===== config.mk =====
export PLATFORM = sky130hd
export DESIGN_NAME = y_packer
export DESIGN_NICKNAME = d
export VERILOG_FILES = /design/src/rtl/y_packer.sv
export SDC_FILE = /design/constraint.sdc
export NUM_CORES = 1
export LEC_CHECK = 0
export ABC_AREA = 1
export ABC_CLOCK_PERIOD_IN_PS = 3000
export CAP_MARGIN = 15
export CORE_MARGIN = 1
export CORE_UTILIZATION = 46
export CTS_CLUSTER_SIZE = 20
export DETAILED_ROUTE_END_ITERATION = 6
export HOLD_SLACK_MARGIN = 0.03
export PLACE_DENSITY_LB_ADDON = 0.25
export SLEW_MARGIN = 0
export SYNTH_ARGS = -nofsm -noshare
export SYNTH_HDL_FRONTEND = slang
export SYNTH_SLANG_ARGS = --single-unit

===== constraint.sdc =====
create_clock -name clk -period 3 [get_ports clk]
set_input_delay 0.3 -clock clk [delete_from_list [all_inputs] [get_ports clk]]
set_output_delay 0.3 -clock clk [all_outputs]
set_load 0.005 [all_outputs]

===== src/rtl/y_packer.sv =====
// Serial-to-parallel bit packer: collects Y_data bits LSB-first into WIDTH-bit
// words (or flushed partial words) and queues them in a first-word-fall-through FIFO.
module y_packer #(
    parameter int WIDTH = 8,
    parameter int DEPTH = 4
) (
    input  logic                           clk,
    input  logic                           reset_n,
    input  logic                           Y_data,
    input  logic                           Y_enable,
    output logic                           Y_ready,
    input  logic                           flush,
    output logic [WIDTH-1:0]               out_data,
    output logic [$clog2(WIDTH+1)-1:0]     out_len,
    output logic                           out_valid,
    input  logic                           out_ready,
    output logic [$clog2(DEPTH+1)-1:0]     level
);

    localparam int LW  = $clog2(WIDTH + 1);
    localparam int CW  = $clog2(WIDTH);
    localparam int PW  = $clog2(DEPTH);
    localparam int LVW = $clog2(DEPTH + 1);

    if (WIDTH < 2 || WIDTH > 32) begin : g_bad_width
        $error("y_packer: WIDTH out of range");
    end
    if (DEPTH < 2 || DEPTH > 16 || (DEPTH & (DEPTH - 1)) != 0) begin : g_bad_depth
        $error("y_packer: DEPTH must be a power of two in 2..16");
    end

    logic [WIDTH-1:0] partial;
    logic [CW-1:0]    cnt;
    logic [WIDTH-1:0] mem_data [DEPTH];
    logic [LW-1:0]    mem_len  [DEPTH];
    logic [PW-1:0]    wr_ptr;
    logic [PW-1:0]    rd_ptr;
    logic [LVW-1:0]   level_q;

    logic             accept;
    logic             pop;
    logic             full_word;
    logic             flush_push;
    logic             push;
    logic [LW-1:0]    k;
    logic [WIDTH-1:0] bit_mask;
    logic [WIDTH-1:0] word_next;
    logic [LW-1:0]    push_len;

    // Y_ready depends only on the registered occupancy, never on out_ready or flush.
    assign Y_ready   = (level_q < LVW'(DEPTH));
    assign out_valid = (level_q != '0);
    assign level     = level_q;

    assign accept = Y_enable && Y_ready;
    assign pop    = out_valid && out_ready;

    // partial keeps zeros above cnt, so OR-ing the new bit in yields the padded word.
    always_comb begin
        bit_mask  = '0;
        if (accept && Y_data) begin
            bit_mask = WIDTH'(1) << cnt;
        end
        word_next = partial | bit_mask;
        k         = LW'(cnt) + LW'(accept);
        full_word = accept && (cnt == CW'(WIDTH - 1));
        flush_push = flush && Y_ready && !full_word && (k != '0);
        push      = full_word || flush_push;
        push_len  = full_word ? LW'(WIDTH) : k;
    end

    always_ff @(posedge clk) begin
        if (!reset_n) begin
            partial <= '0;
            cnt     <= '0;
            wr_ptr  <= '0;
            rd_ptr  <= '0;
            level_q <= '0;
        end else begin
            if (push) begin
                partial <= '0;
                cnt     <= '0;
            end else if (accept) begin
                partial <= word_next;
                cnt     <= cnt + CW'(1);
            end

            if (push) begin
                wr_ptr <= wr_ptr + PW'(1);
            end
            if (pop) begin
                rd_ptr <= rd_ptr + PW'(1);
            end

            case ({push, pop})
                2'b10:   level_q <= level_q + LVW'(1);
                2'b01:   level_q <= level_q - LVW'(1);
                default: level_q <= level_q;
            endcase
        end
    end

    // Storage needs no reset: the head is masked whenever the FIFO is empty.
    always_ff @(posedge clk) begin
        if (reset_n && push) begin
            mem_data[wr_ptr] <= word_next;
            mem_len[wr_ptr]  <= push_len;
        end
    end

    assign out_data = out_valid ? mem_data[rd_ptr] : '0;
    assign out_len  = out_valid ? mem_len[rd_ptr]  : '0;

endmodule


==> results by group <==
Global route
  – Vias in the first global route: 1903
  – First-pass GRT wire length: 9020 um
  – Largest net degree at the start of global routing: 25
  – Remaining global-route overflow: 0
  – Initial antenna violation count: 0
  – Total track usage: 18.9%

Floorplan
  – I/O pins: 23
  – Chip Width: 82.6 um
  – Starting Density: 47.3%
  – Die ar.: 6820 um2
  – Core Footprint: 6310 um2
  – Die height: 82.6 um
  – Rows: 29

Clocking
  – Clock-pin transition on the worst setup and hold timing paths: 0.07 ns
  – CTS resizes: 0
  – Clock sinks: 68
  – CTS tree: built
  – Number of setup buffers added after CTS: 0
  – Clk root buf: clkbuf_8
  – CTS H-tree depth: 3
  – # hold bufs at CTS: 0
  – Clk_lat worst skew: 0.34 ns
  – TritonCTS Buffers: 9
  – Clock Path Buffers: 2

Synth
  – Avg Cell Area, Syn: 10.3 um2
  – Synth Instances: 289
  – #FFs+latches synth: 68
  – Most frequent cell after synthesis: nor2_1
  – Cell Area, Synth: 2990 um2
  – Main synth FF type: edfxtp_1
  – Synth cell count leaders: nor2_1 (60), edfxtp_1 (48), inv_1 (38), o21ai_0 (32), dfxtp_1 (20)
  – Synth area leaders: edfxtp_1 (48%), dfxtp_1 (13%), nor2_1 (7.5%)
  – Synth cell types: 24
  – Synth Net Count: 309
  – Synth area leader: edfxtp_1
  – Post-synth top area share: 48.2%
  – Number of synthesized flops with an enable pin: 48
  – Share of flip-flops with an asynchronous set or reset: 0%
  – Seq/Total Area, Yosys: 61.6%
  – Synth Warn #: 0

Drt
  – Post-Route WL: 5310 um
  – Initial DRC count: 121
  – DRC viols: 0
  – Via count: 1973
  – Detail Route Antenna Nets: 0
  – Vias/cell: 4.93
  – 1st-pass router iterations: 4
  – Avg WL per Cell: 13.3 um

Pwr
  – Sw Ratio: 33.2%
  – Combinational power share: 34.6%
  – Sw power: 915 uW
  – Internal power: 1.84 mW
  – Clk pwr share: 22.2%
  – PD cells: 794 nW/um2
  – Part of the power in registers: 43.2%
  – LEAKAGE: 1.37 nW
  – Maximum VDD drop: 0.427 mV
  – Total power: 2.75 mW

Run
  – Max Cap Viol: 0

Worst setup path
  – Element type at the critical path end: flip-flop
  – Worst setup SP type: flip-flop
  – Arrival time worst endpoint: 2.90 ns
  – CP Class: flip-flop to flip-flop
  – Critical path peak fanout: 6
  – Worst path required time: 3.28 ns

Finish
  – Reg area: 1840 um2
  – Fillers: 564
  – Post-synthesis to final-layout area growth: 16.1%
  – Nets@finish: 338
  – Area occupied by multi-input gates: 936 um2
  – Share of cells above drive strength 1: 13.3%
  – Diode count: 0

Timing
  – Final worst path period need: 2.62 ns
  – Slew margin rel.: 62.7%
  – RSZ-0062 raised after global routing: no
  – Slew @ Worst Pin: 0.553 ns
  – Setup tns final: 0 ns
  – Final Cycle Share: 87.4%
  – Max Clock Freq: 382 MHz
  – Fin. max-slew vios: 0
  – Worst clock skew: 0.00853 ns
  – Setup violators final: 0
  – Final Hold Fails: 0

Placement
  – PortBufs: 22
  – Final HPWL DP: 3410 um
  – Routability cong.: 0.787

Status
  – Status: completed

Hold path
  – Hold Path Class: flip-flop to flip-flop
==> registers in the layout, summed over array words and instances, names as in the netlist, named ones only <==
register,count
mem_data,32
mem_len,16
partial,8
cnt,3
level,3
rd_ptr,2
wr_ptr,2
==> routing by layer <==
layer | routed length (um) | GRT usage (%) | vias to the layer above
met1 | 2460 | 23.2 | 903
li1 | - | - | 1009
met4 | 163 | 10.9 | 0
met3 | 204 | 3.30 | 15
met5 | 0 | 0 | -
met2 | 2480 | 31.3 | 46
==> kinds of logic (layout without fill, tap and decap cells) <==
family | count (synthesis) | count (layout) | share of synthesized area (%)
DFF | 68 | 68 | 61.6
adders and majority gates | 14 | 14 | 6.11
buffers and inverters | 52 | 86 | 7.07
xor gates and xnor gates | 1 | 1 | 0.293
AOI/OAI and AO/OA | 55 | 55 | 9.46
and+or+nand+nor | 99 | 99 | 15.4
==> worst paths after layout <==
check,start,cells after the start,slack [ns],endpoint
min reg2reg,partial[6],2,0.46,partial[6]
min,partial[6],2,0.46,partial[6]
max,level[2],18,0.38,level[2]
max reg2reg,level[2],18,0.38,level[2]
==> critical path, cell delays in order (launching register included) <==
cell and delay [ns]:
dfxtp_1 0.36, inv_2 0.08, nand2_4 0.09, inv_4 0.05, ha_1 0.19, ha_1 0.29
nor2_1 0.13, nand3_2 0.11, nand2_4 0.10, nand2_2 0.08, inv_1 0.07, ha_1 0.13
inv_1 0.06, fa_1 0.37, a21oi_1 0.14, o21ai_0 0.11, nand2_1 0.07, nand2_1 0.04
nor2_1 0.09
==> per-stage QoR <==
| step | cells | worst slack [ns] | hold WS, ns | utilization (%) | cell area, um2 |
|---|---|---|---|---|---|
| 2_1_floorplan | 289 | 0.538 | 0.424 | - | 2990 |
| 3_3_place_gp | 384 | 0.120 | 0.440 | 52.5 | 3310 |
| 3_5_place_dp | 384 | 0.0240 | 0.446 | 52.5 | 3310 |
| 4_1_cts | 400 | 0.365 | 0.461 | 55.0 | 3470 |
| 5_1_grt | 400 | 0.141 | 0.490 | 55.0 | 3470 |
| 6_report | 400 | 0.379 | 0.459 | 55.0 | 3470 |
==> layout by cell type, fill, tap and decap left out, types with 2 or more instances in the layout <==
| cell | Yosys | final |
|---|---|---|
| inv_1 | 38 | 38 |
| clkinv_1 | 0 | 2 |
| nand3_1 | 4 | 4 |
| ha_1 | 13 | 13 |
| nand2_2 | 6 | 6 |
| inv_2 | 3 | 3 |
| nor2_1 | 60 | 60 |
| a31oi_1 | 6 | 6 |
| o21ai_0 | 32 | 32 |
| nand4_1 | 2 | 2 |
| dfxtp_1 | 20 | 20 |
| clkbuf_8 | 0 | 9 |
| nand2_1 | 13 | 13 |
| nand2_4 | 2 | 2 |
| nor2_2 | 9 | 9 |
| edfxtp_1 | 48 | 48 |
| clkinv_2 | 0 | 3 |
| a21oi_1 | 17 | 17 |
| buf_4 | 0 | 5 |
| clkdlybuf4s50_1 | 0 | 22 |
==> power groups by stage <==
stage / Sequential (mW) / Combinational [mW] / Clock, mW
after floorplan: 1.19 / 0.570 / 0
after global placement: 1.21 / 0.942 / 0
after detailed placement: 1.21 / 0.958 / 0
after CTS: 1.19 / 0.967 / 0.631
after global routing: 1.20 / 1.08 / 0.667
final: 1.19 / 0.953 / 0.612
==> area by class of cell <==
cell class / instances / share of cell area [%]
tap: 77 / 2.78
multi-input combinational: 169 / 27.0
clock inverter: 6 / 0.901
sequential: 68 / 53.1
inverter: 42 / 4.61
timing repair buffer: 28 / 8.00
clock buffer: 10 / 3.68
(Power assumes the default switching activity.)
